`config.mk`:
```
export PLATFORM = sky130hd
export DESIGN_NAME = accel_reader
export DESIGN_NICKNAME = d
export VERILOG_FILES = /design/src/rtl/accel_reader.sv
export SDC_FILE = /design/constraint.sdc
export NUM_CORES = 1
export LEC_CHECK = 0
export CAP_MARGIN = 10
export CORE_ASPECT_RATIO = 1.4
export CORE_UTILIZATION = 28
export DETAILED_ROUTE_END_ITERATION = 7
export GPL_ROUTABILITY_DRIVEN = 0
export PLACE_DENSITY_LB_ADDON = 0.1
export SETUP_SLACK_MARGIN = 0.5
export SKIP_LAST_GASP = 1
export SYNTH_ARGS = -nofsm -noshare
export SYNTH_HDL_FRONTEND = slang
export SYNTH_SLANG_ARGS = --single-unit
```
`constraint.sdc`:
```
create_clock -name i_clk -period 8.6 [get_ports i_clk]
set_input_delay 1.29 -clock i_clk [delete_from_list [all_inputs] [get_ports i_clk]]
set_output_delay 1.29 -clock i_clk [all_outputs]
set_load 0.05 [all_outputs]
```
`src/rtl/accel_reader.sv`:
```
// Drains per-object accelerations from the engine read port into a valid/ready stream of {index, x, y}.
// Optional build macro ACCEL_READER_CHECKSUM_EN adds an XOR checksum output o_checksum.
module accel_reader #(
    parameter int m10k_address_len = 12,
    parameter int read_latency     = 2,
    parameter int fifo_depth       = 4
) (
    input  logic                        i_clk,
    input  logic                        i_rst,
    input  logic                        i_start,
    input  logic [m10k_address_len-1:0] i_num_objects,
    output logic [m10k_address_len-1:0] o_accel_addr,
    input  logic [31:0]                 i_x_accel,
    input  logic [31:0]                 i_y_accel,
    output logic                        o_valid,
    input  logic                        i_ready,
    output logic [m10k_address_len-1:0] o_index,
    output logic [31:0]                 o_x,
    output logic [31:0]                 o_y,
    output logic                        o_last,
    output logic                        o_busy,
`ifdef ACCEL_READER_CHECKSUM_EN
    output logic [31:0]                 o_checksum,
`endif
    output logic                        o_done
);

    localparam int AW = m10k_address_len;
    localparam int PW = $clog2(fifo_depth);
    localparam int CW = PW + 1;
    localparam logic [CW-1:0] DEPTH = CW'(fifo_depth);
    localparam logic [AW:0]   ONE_I = (AW+1)'(1);

    typedef enum logic [1:0] {IDLE, RUN, FLUSH, DONE} state_t;

    state_t        state, state_nxt;
    logic [AW:0]   n_q;
    logic [AW:0]   icnt;
    logic [AW:0]   ecnt;
    logic [AW:0]   issue_addr;
    logic [AW-1:0] wcnt;
    logic [CW-1:0] credit;
    logic [CW-1:0] occ;
    logic [PW-1:0] wr_ptr;
    logic [PW-1:0] rd_ptr;
    logic [read_latency:0] vld_p;
    logic          start_ok;
    logic          issue;
    logic          push;
    logic          pop;

    logic [AW-1:0] idx_mem [fifo_depth];
    logic [31:0]   x_mem   [fifo_depth];
    logic [31:0]   y_mem   [fifo_depth];

    assign start_ok   = (state == IDLE) && i_start;
    assign issue_addr = start_ok ? '0 : icnt;
    assign push       = vld_p[read_latency];
    assign o_valid    = (occ != '0);
    assign pop        = o_valid && i_ready;

    // Credit covers FIFO occupancy plus reads still in the latency pipe, so a push never finds the FIFO full.
    always_comb begin
        state_nxt = state;
        issue     = 1'b0;
        case (state)
            IDLE: begin
                if (i_start) begin
                    if (i_num_objects == '0) begin
                        state_nxt = FLUSH;
                    end else begin
                        issue     = 1'b1;
                        state_nxt = (i_num_objects == AW'(1)) ? FLUSH : RUN;
                    end
                end
            end
            RUN: begin
                if ((icnt < n_q) && ((credit < DEPTH) || pop)) begin
                    issue = 1'b1;
                    if (icnt == (n_q - ONE_I)) state_nxt = FLUSH;
                end
            end
            FLUSH: begin
                if ((ecnt == n_q) || (pop && ((ecnt + ONE_I) == n_q))) state_nxt = DONE;
            end
            DONE: state_nxt = IDLE;
            default: state_nxt = IDLE;
        endcase
    end

    always_ff @(posedge i_clk or posedge i_rst) begin
        if (i_rst) begin
            state        <= IDLE;
            n_q          <= '0;
            icnt         <= '0;
            ecnt         <= '0;
            wcnt         <= '0;
            credit       <= '0;
            occ          <= '0;
            wr_ptr       <= '0;
            rd_ptr       <= '0;
            vld_p        <= '0;
            o_accel_addr <= '0;
        end else begin
            state <= state_nxt;
            vld_p <= {vld_p[read_latency-1:0], issue};
            if (issue) begin
                o_accel_addr <= issue_addr[AW-1:0];
                icnt         <= issue_addr + ONE_I;
            end
            if (issue && !pop)      credit <= credit + CW'(1);
            else if (!issue && pop) credit <= credit - CW'(1);
            if (push && !pop)       occ <= occ + CW'(1);
            else if (!push && pop)  occ <= occ - CW'(1);
            if (push) begin
                wr_ptr <= wr_ptr + PW'(1);
                wcnt   <= wcnt + AW'(1);
            end
            if (pop) begin
                rd_ptr <= rd_ptr + PW'(1);
                ecnt   <= ecnt + ONE_I;
            end
            if (start_ok) begin
                n_q  <= {1'b0, i_num_objects};
                ecnt <= '0;
                wcnt <= '0;
            end
        end
    end

    // Read data lands read_latency cycles after the address register changes.
    always_ff @(posedge i_clk) begin
        if (push) begin
            idx_mem[wr_ptr] <= wcnt;
            x_mem[wr_ptr]   <= i_x_accel;
            y_mem[wr_ptr]   <= i_y_accel;
        end
    end

    assign o_index = o_valid ? idx_mem[rd_ptr] : '0;
    assign o_x     = o_valid ? x_mem[rd_ptr]   : '0;
    assign o_y     = o_valid ? y_mem[rd_ptr]   : '0;
    assign o_last  = o_valid && (({1'b0, o_index} + ONE_I) == n_q);
    assign o_busy  = (state == RUN) || (state == FLUSH);
    assign o_done  = (state == DONE);

`ifdef ACCEL_READER_CHECKSUM_EN
    logic [31:0] chk;

    always_ff @(posedge i_clk or posedge i_rst) begin
        if (i_rst) begin
            chk <= '0;
        end else if (start_ok) begin
            chk <= '0;
        end else if (pop) begin
            chk <= chk ^ o_x ^ o_y;
        end
    end

    assign o_checksum = chk;
`endif

endmodule
```
; Yosys cells after proc, flatten, opt, wreduce, memory -nomap -nowiden
; Memory sizes are Yosys's and may differ from the RTL's.
; Index checks and enable logic that the tools add are counted.
[totals]
in_bits = 80
ram_bits = 304
mem_count = 3
register_bits = 77
[memory_table]
columns = memory, words, width, rd, rd_ports_with_merged_regs, wr, line_no
row1 = x_mem, 4, 32, 1, 0, 1, 53  ; logic [31:0] x_mem [fifo_depth];
row2 = y_mem, 4, 32, 1, 0, 1, 54  ; logic [31:0] y_mem [fifo_depth];
row3 = idx_mem, 4, 12, 1, 0, 1, 52  ; logic [AW-1:0] idx_mem [fifo_depth];
[op_classes]
n_eq_ne = 12
n_lt_le_gt_ge = 2
add_sub_neg = 11
muxes = 25
reduce_logical = 23
[ops]
columns = cell, n
row1 = two-way mux 32 bit, 2
row2 = == test 13 x 12 -> 1 bit, 3
row3 = two-way mux 13 bit, 3
row4 = two-way mux 12 bit, 3
row5 = adder 13 x 1 -> 13 bit (second input constant), 2
row6 = adder 12 x 1 -> 13 bit (second input constant), 1
row7 = == test 13 bit, 1
row8 = < comparator 13 x 12 -> 1 bit, 1
row9 = subtractor 12 x 1 -> 13 bit (second input constant), 1
row10 = adder 12 x 1 -> 12 bit (second input constant), 1
row11 = == test 12 x 1 -> 1 bit (second input constant), 1
row12 = logical NOT 12 bit, 1
row13 = two-way mux 2 bit, 6
row14 = two-way mux 3 bit, 4
row15 = logical AND 1 bit, 9
row16 = inequality test 2 bit (second input constant), 4
row17 = case mux 2 bit (4 select lines), 1
row18 = nonzero test 2 bit, 4
row19 = adder 3 x 1 -> 3 bit (second input constant), 2
row20 = subtractor 3 x 1 -> 3 bit (second input constant), 2
row21 = two-way mux 1 bit, 5
row22 = adder 2 x 1 -> 2 bit (second input constant), 2
row23 = == test 2 bit (second input constant), 2
row24 = AND reduction 4 bit, 1
row25 = other kinds (7), 11

; Longest topological paths before layout
; Gate-level depths: netlist (run 1).
[logic_depth]
depth_word = 10
ltp_mapped = 15

; Worst setup path after synthesis (run 1)
; No wires, ideal clock.
[synth_path]
path_type = reg2out
start = reg occ[0]
end = out o_last
required_time_ns = 7.310
setup_slack_ns = 2.534
arrival_ns = 4.776
stages_incl_launch_ff = 13
path_cell_list = dfrtp_1 > nor3_2 > clkinv_1 > clkbuf_1 > clkbuf_1 > and2_1 > ha_1 > nand4_1 > nor4_1 > nand3b_1 > o211ai_1 > nand4_1 > nor4_1
[synth_via]
elab_chain_len = 5
[synth_lines]
columns = element, line_no
row1 = from (decl), 43  ; logic [CW-1:0] occ;
row2 = from (signal assigned), 113  ; if (push && !pop) occ <= occ + CW'(1);
row3 = from (signal assigned), 114  ; else if (!push && pop) occ <= occ - CW'(1);
row4 = nonzero test 3 bit, 59  ; assign o_valid = (occ != '0);
row5 = named net o_valid, 15  ; output logic o_valid,
row6 = two-way mux 12 bit, 140  ; assign o_index = o_valid ? idx_mem[rd_ptr] : '0;
row7 = named net o_index[0], 17  ; output logic [m10k_address_len-1:0] o_index,
row8 = adder 12 x 1 -> 13 bit, 143  ; assign o_last = o_valid && (({1'b0, o_index} + ONE_I) == n_q);
row9 = == test 13 x 12 -> 1 bit, 143
row10 = logical AND 1 bit, 143
row11 = to (decl), 20  ; output logic o_last,
; The timed path passes the listed nets, and every way through them passes these cells.

; Final worst setup path (run 1)
[layout_path]
start = reg rd_ptr[1]
end = out o_last
[layout_via]
elab_chain_len = 5
[layout_lines]
columns = element, line_no
row1 = from (decl), 45  ; logic [PW-1:0] rd_ptr;
row2 = from (signal assigned), 120  ; rd_ptr <= rd_ptr + PW'(1);
row3 = memory (4 x 12 bit), n/a
row4 = two-way mux 12 bit, 140
row5 = adder 12 x 1 -> 13 bit, 143
row6 = == test 13 x 12 -> 1 bit, 143
row7 = logical AND 1 bit, 143
; Every way passes these cells.

==> results of run 1 <==
final cells by class:
cell class	instances	area [um^2]	share of cell area, %
clock buffer	51	1080	5.28
clock inverter	26	327	1.59
inverter	33	125	0.609
multi-input combinational	605	5200	25.3
sequential	381	11100	53.9
tap	749	937	4.56
timing repair buffer	183	1800	8.77
routing by layer:
metal	routed length, um	up-vias	global-route usage (%)
met5	27	-	0
met4	1090	4	4.35
met3	2090	71	3.35
met2	22200	193	26.1
met1	16700	4842	16.2
li1	-	4415	-
worst max-delay path: cells and delay by family, from the launching register on:
kind,cells,cell delay (ps)
AND/OR/NAND/NOR,5,1590
multiplexers,1,400
flip-flops,1,930
buffers and inverters,2,1530
AO/OA/AOI/OAI,1,110
kinds of logic after synthesis:
family / after synthesis
DFF: 381
and+or+nand+nor: 304
muxes: 88
AOI/OAI and AO/OA: 112
adders and majority gates: 30
buffers and inverters: 89
xor gates and xnor gates: 71
worst max path at each step:
stage                     startpoint      to  slack (ps)
2_1_floorplan     occ[0]$_DFFE_PP0P_  o_last        2530
3_3_place_gp   rd_ptr[1]$_DFFE_PP0P_  o_last        2630
3_5_place_dp   rd_ptr[1]$_DFFE_PP0P_  o_last        2600
4_1_cts        rd_ptr[1]$_DFFE_PP0P_  o_last        1970
5_1_grt        rd_ptr[1]$_DFFE_PP0P_  o_last        1750
6_report       rd_ptr[1]$_DFFE_PP0P_  o_last        2170
flip-flops by register name, summed over array words and instances (netlist names):
signal / flops
icnt: 13
state: 2
ecnt: 13
x_mem: 128
idx_mem: 48
credit: 3
n_q: 12
o_accel_addr: 12
wr_ptr: 2
y_mem: 128
rd_ptr: 2
occ: 3
vld_p: 3
wcnt: 12
cells in the final DEF, fill, tap and decap left out, drive strengths merged, types with 17 or more instances in the layout:
cell	n
xnor2	36
o21ai	46
xor2	35
clkbuf	51
clkdlybuf4s50	171
mux4	76
edfxtp	304
nor2	40
nor3	17
dfrtp	77
ha	28
a21oi	26
clkinv	18
nand2	66
nand3	27
inv	33
and2	81
power groups by stage:
stage | Clock [W] | Combinational, W | Sequential (W)
after global placement | 0 | 0.00398 | 0.00300
after floorplan | 0 | 0.00270 | 0.00291
after CTS | 0.00192 | 0.00399 | 0.00298
after detailed placement | 0 | 0.00397 | 0.00301
final | 0.00186 | 0.00388 | 0.00296
after global routing | 0.00198 | 0.00415 | 0.00303
through the flow:
step / worst slack, ps / util, %
2_1_floorplan: 2530 / -
3_3_place_gp: 2630 / 32.6
3_5_place_dp: 2600 / 32.6
4_1_cts: 1970 / 35.1
5_1_grt: 1750 / 35.1
6_report: 2170 / 35.1
==> results.txt, run 1 <==
The summed negative setup slack over all endpoints came out at 0 ps. TritonCTS built the clock tree. The total length of routed wires came out at about 42 mm. Relative to the synthesized area, the layout overhead comes to 23.8%.

The hold violation count in the final report came out at 0. The arrival time reported for the critical path endpoint came out at about 5000 ps. In the routed layout, each cell is associated on average with a via count of 4.70. The worst register-to-register path ends at credit[2]$_DFFE_PP0P_. The core outline area is roughly 60000 um^2.

The count of nets left with antenna violations once routing finished came out at 0. The worst ir drop on vdd is 0.000314 V. The final setup violation count came out at 0. The total routing usage reported by global routing is around 14%. The total number of nets in the final design came out at approximately 1400. Setup repair after global routing left no endpoint under its margin. Entering global routing, the biggest net connects 62 pins. For this design the static power due to leakage is roughly 7.1 nW. The design draws about 0.0087 W. In this run the number of H-tree levels came out at 2.

The final period utilization is between 70% and 80%. The internal power consumption is slightly above 0.005 W. The warning count from the yosys run is 0. The tightest slew margin relative to the limit came out at 43.4%. The worst hold path begins at vld_p[1]$_DFF_PP0_.

Among all flip-flop cells after synthesis, the most frequent one is edfxtp_1. The tool flagged a number of max-cap violations equal to 0. The estimated wirelength of the detail-placed design is ~27 mm.

The sequential area share after synthesis came out at ~67%. STA puts the critical path data required time at 7310 ps. The die area came out at 60300 um^2. Dividing the synthesized area by the synthesized cell count gives ~15 um^2. The width of the chip is between 200 and 250 um.

The class of the tightest hold or removal check is flop to flop. The critical path goes through buf_4 > mux4_2 > nand4_1 > nor4_1 > nand3b_1 > o211ai_1 > nand4_1 > nor4_1 > clkdlybuf4s50_1. In this run, synthesis inferred approximately 300 flip-flops with an integrated enable.

In this run, the clock network consumes between 20% and 30% of the power. The post-synthesis net count is 1185. Of all cell types, the one taking the most synthesized area is edfxtp_1. The worst hold path terminates at vld_p[2]$_DFF_PP0_. The mux share of post-synthesis cell area is between 10 and 15%.

The biggest fanout along the worst timing path came out at 46. The run finished with clean final reports. The fraction of final layout cells with drive strength greater than 1 came out at ~14%.

The synthesized netlist devotes between 9 and 10% of its cell area to simple gates. The initial antenna violation count is 2. The count of buffers added on input and output ports is about 170. The post-detailed-route DRC marker count came out at 0. The slack of the worst reg-to-reg path is about 3800 ps.

After global routing the overflow that remains totals 0. The repair_antennas step left the layout with diodes totalling 0. The top-level I/O count came out at about 170. The placed instances occupy a cell area of approximately 19000 um^2. The synthesized-area fraction occupied by ao, oa, aoi and oai cells came out at around 4.3%. The highest clock frequency the design can meet came out at 0.155 GHz. The worst hold path was traced through 0 stages. The post-synthesis cell type count is just over 60. edfxtp_1 is the most common cell in the netlist. Sorting the synthesized cells by how often they occur yields edfxtp_1 (304), and2_1 (81), dfrtp_1 (77). Excluding fillers, the count of instances in the completed layout stands at a little over 2000. The minimum period implied by the final worst setup slack came out at between 6000 and 7000 ps. By area, the combinational part of the netlist is dominated by multiplexers. The final max-slew violation count came out at 0.

The post-synthesis cell count is 1075. The category of the most critical setup path is flop to output pin. The worst register-to-register path begins at occ[0]$_DFFE_PP0P_. The number of placed instances, taps included, is just under 2000. The first-pass iteration count of the detailed router is 4. The insertion delay of the later-clocked pin in the worst-skew pair came out at 570 ps. The site row count came out at about 110. The maximum buffer depth of the clock tree is 3. The actual slew at the worst max-slew pin is roughly 850 ps. STA classifies the critical path endpoint as an output pin. The violation count after the first detailed-routing iteration is 363.

The floorplan step set the die height to roughly 290 um. The fraction of power consumed by combinational cells came out at between 40 and 50%. The first-pass GRT wire length is between 60 and 70 mm. For this design, the sink count on the clock tree is around 380. For this configuration, the core starts out at a cell density of around 28%. The number of hold buffers added after CTS was 0. The total CTS buffers is 42. The share of the synthesized netlist area taken by xor and xnor gates came out at under 10%. The longest individual stage delay on the worst path came out at ~930 ps. The depth of the most critical reg-to-reg path came out at 15.

The cell chosen for the clock root is clkbuf_16. The critical path launch point type is a flop. The number of global-route vias before repair was between 10000 and 15000. The number of fill cells in the layout came out at 5720.

The number of instances resized during post-cts repair came out at 0. The share of flip-flops with an asynchronous set or reset after synthesis is between 20% and 30%. The final route contains ~9500 vias. The top-area cell type share of the netlist area is between 50% and 60%.

The switching power share of the total came out at roughly 40%. The adder and majority cell fraction of the synthesized area is 2.35%. The slowest stage of the critical path belongs to the cell dfrtp_4. Hold timing on the final database bottoms out at a slack of around 360 ps.

Across the routed clock network, the largest skew measured is between 20 and 25 ps. The netlist area before placement came out at between 15000 and 20000 um^2. The average wire per standard cell came out at a little over 20 um. Yosys attributes the largest share of cell area to edfxtp_1 (55%), dfrtp_1 (12%), mux4_2 (10%). The areal power density over the cells came out at around 420 nW/um^2. The register bit count reported by yosys is between 300 and 400. The finished cells cover about 20000 um^2.

After clock tree synthesis, the clock-pin slew on the worst setup and hold paths is around 60 ps. The total setup buffers inserted after CTS came out at 0. The power dissipated by switching net loads came out at approximately 0.0035 W. The fraction of power consumed by sequential logic is between 30% and 40%.
Note: power is estimated with default switching activity, not from simulation.
==> inputs of run 2 (changes only) <==
- clock period: 8.6 -> 5.3 ns (I/O delays scaled with it)
==> run 2 against run 1 <==
  * Global-route usage is essentially flat
  * Cell count grew 0.15%
  * Flip-flop and latch count is the same
  * Critical path type unchanged
  * Critical endpoint unchanged
  * Die area is the same
  * Combinational power grew 65%
  * Count of clock-buffer cells in the layout grew 2
  * First-iteration DRC count grew 14%
  * Critical path depth grew 1
  * Routed wire length grew 0.42%
  * Worst hold slack lost 12 ps
  * Sequential power grew 61%
  * Worst setup slack lost 1400 ps
  * Largest cell class unchanged
==> results.txt, run 2 (synthesized netlist as in run 1, its figures left out) <==
The site row count is 105 (unchanged). The remaining antenna violation count is 0 (unchanged). The insertion delay of the later-clocked pin in the worst-skew pair was 560 ps (about the same). From synthesis to final layout, the design area changed by 24.1%. The total grt overflow came to 0 (unchanged).

The number of cells in the finished layout apart from fillers is 2031 (+0.15%). The first-pass iteration count of the detailed router is 4 (unchanged). After layout, the worst path uses roughly 85% of the clock period. The first-pass GRT wire length came to 65.1 mm (+0.24%). The average wire per standard cell is 20.8 um (+0.28%). The actual slew at the worst max-slew pin is 1010 ps (+164 ps). The cell leakage power came to 7.14 nW (+0.50%). On the critical path the largest part of the delay comes from simple AND/OR/NAND/NOR gates. The maximum buffer depth of the clock tree is 3 (unchanged). The fraction of final layout cells with drive strength greater than 1 came out at 14.2% (+0.45 points). The total CTS buffers came out at 42 (unchanged). TritonCTS built the clock tree. The count of buffers inserted at the top-level ports is 171 (unchanged). The run finished with clean final reports. The cell chosen for the clock root is clkbuf_16.

The final max-slew violation count came out at 0 (unchanged). The initial standard-cell utilization of the core was 28.3% (unchanged). The worst slack at placement came to 1060 ps (-1540 ps). The estimated wirelength of the detail-placed design was 26.3 mm (-3.7%). The critical path is of the flop to output pin type. Derived from the worst setup path, the maximum achievable clock frequency is 0.221 GHz. The minimum period implied by the final worst setup slack is approximately 4500 ps.

The clock transition time at the flip-flop clock pins of the worst setup and hold paths came out at 60 ps (about the same). The number of global-route vias before repair came out at 10500 (+0.79%). The ratio of routed vias to standard cells is 4.73 (+0.74%). The total number of nets in the final design is 1358 (+0.15%). The library cells used most frequently in the layout, excluding fill and tap cells, are edfxtp_1 (304), clkdlybuf4s50_1 (170), and2_1 (76), mux4_2 (76), dfrtp_1 (75). The final critical-path setup slack came out at 782 ps (-1380 ps). The routed via count was 9610 (+0.89%). The count of buffering cells on the critical path with inverters included is 1 (-1). The die area was 60300 um^2 (unchanged). The top-level I/O count is 172 (unchanged).

The worst ir drop on vdd is 0.000451 V (+44%). The core outline area was 58600 um^2 (unchanged). The number of instances resized during post-cts repair came out at 0 (unchanged). The core occupancy in the finished layout came out at 35.1% (+0.090 points). The most numerous cell type found on the critical path is nand4_1. The height of the chip is 290 um (unchanged). The number of H-tree levels is 2 (unchanged). The width of the chip is 208 um (unchanged). The largest registers in the layout are x_mem: 128 flops, y_mem: 128 flops, idx_mem: 48 flops. The biggest fanout along the worst timing path came out at 18 (-61%).

The max-cap violation count came out at 0 (unchanged). The areal power density over the cells was 688 nW/um^2 (+63%). Setup repair after global routing left no endpoint under its margin. The maximum number of pins on one net before global-route repair came out at 67 (+8.1%). Traced cell by cell, the critical path runs through mux4_2 > and2_1 > ha_1 > nand4_1 > nor4_1 > nand3b_1 > o211ai_1 > nand4_1 > nor4_4 > buf_4. The path class of the tightest hold or removal check is flop to flop.

The required time at the worst-slack endpoint is 4510 ps (-2800 ps). The post-detailed-route DRC marker count came to 0 (unchanged). The summed negative setup slack over all endpoints came to 0 ps (unchanged). The worst setup path is captured at an output pin. The total of hold buffers inserted after clock tree synthesis is 0 (unchanged).

The total routing usage reported by global routing was 14.3% (+0.042 points). The initial antenna violation count came out at 0 (-2). The number of placed instances, taps included is 1952 (+0.051%). The tightest slew margin relative to the limit is 32.5% (-11 points). The master of the slowest instance on the critical path is dfrtp_4. The CTS sink count came to 381 (unchanged).

The arrival time reported for the critical path endpoint was 3720 ps (-1420 ps). The clock skew came out at 27.7 ps (+7.01 ps). The longest individual stage delay on the worst path is 660 ps (-270 ps). The final setup violation count came to 0 (unchanged). The violation count after the first detailed-routing iteration was 413 (+14%).

The most common cell after layout, fill and taps aside is edfxtp_1. The hold violation count in the final report came out at 0 (unchanged). The critical path launch point type is a flop. The total length of routed wires came to 42.3 mm (+0.42%).
## run 2: changes by cell type in the layout (fill, tap and decap cells not counted), sizes merged
cell	change
diode	+1
clkbuf	+2
clkdlybuf4s50	-1
buf	+3
inv	-2
## run 2: through the flow
stage,hold slack (ps),total power [W],area (um^2)
floorplan,331,0.00911,16600
global placement,340,0.0114,19200
detailed placement,337,0.0114,19200
CTS,350,0.0145,20600
global route,353,0.0150,20600
finish,347,0.0142,20600
## run 2: worst paths after layout
check	from	to	slack, ps	depth (start not counted)
max	rd_ptr[0]$_DFFE_PP0P_	o_last	780	10
min	vld_p[0]$_DFF_PP0_	vld_p[1]$_DFF_PP0_	350	0
max reg2reg	n_q[8]$_DFFE_PP0P_	credit[1]$_DFFE_PP0P_	1530	12
min reg2reg	vld_p[0]$_DFF_PP0_	vld_p[1]$_DFF_PP0_	350	0
max in group asynchronous	i_rst	icnt[3]$_DFFE_PP0P_	3610	3
min in group asynchronous	i_rst	state[0]$_DFFE_PP0P_	740	2
## run 2: timing repair
item	4_1_cts	5_1_grt
endpoints found under the hold margin	0	0
endpoints found under the setup margin	1	0
buffers inserted	1	0
## run 2: cell type report
class,count,area (um^2)
repair buffers,185,1840
clock buffers,53,1110
flip-flops and latches,381,11100
diodes,1,2.50
multi-input cells,605,5220
inverters,33,125
fillers,5659,38000
well taps,749,937
clock inverters,24,295
## run 2: report_power, final
| group | switching, W | total [W] | internal, W |
|---|---|---|---|
| clock | 0.00121 | 0.00300 | 0.00179 |
| combinational | 0.00405 | 0.00639 | 0.00235 |
| sequential | 0.000461 | 0.00478 | 0.00432 |
| total | 0.00572 | 0.0142 | 0.00845 |
## run 2: routing by layer
| metal | up-vias | wire [um] | track usage [%] |
|---|---|---|---|
| met5 | - | 0 | 0 |
| met4 | 0 | 1280 | 5.28 |
| met3 | 71 | 2350 | 3.70 |
| met2 | 225 | 21900 | 25.6 |
| met1 | 4875 | 16800 | 16.2 |
| li1 | 4439 | - | - |
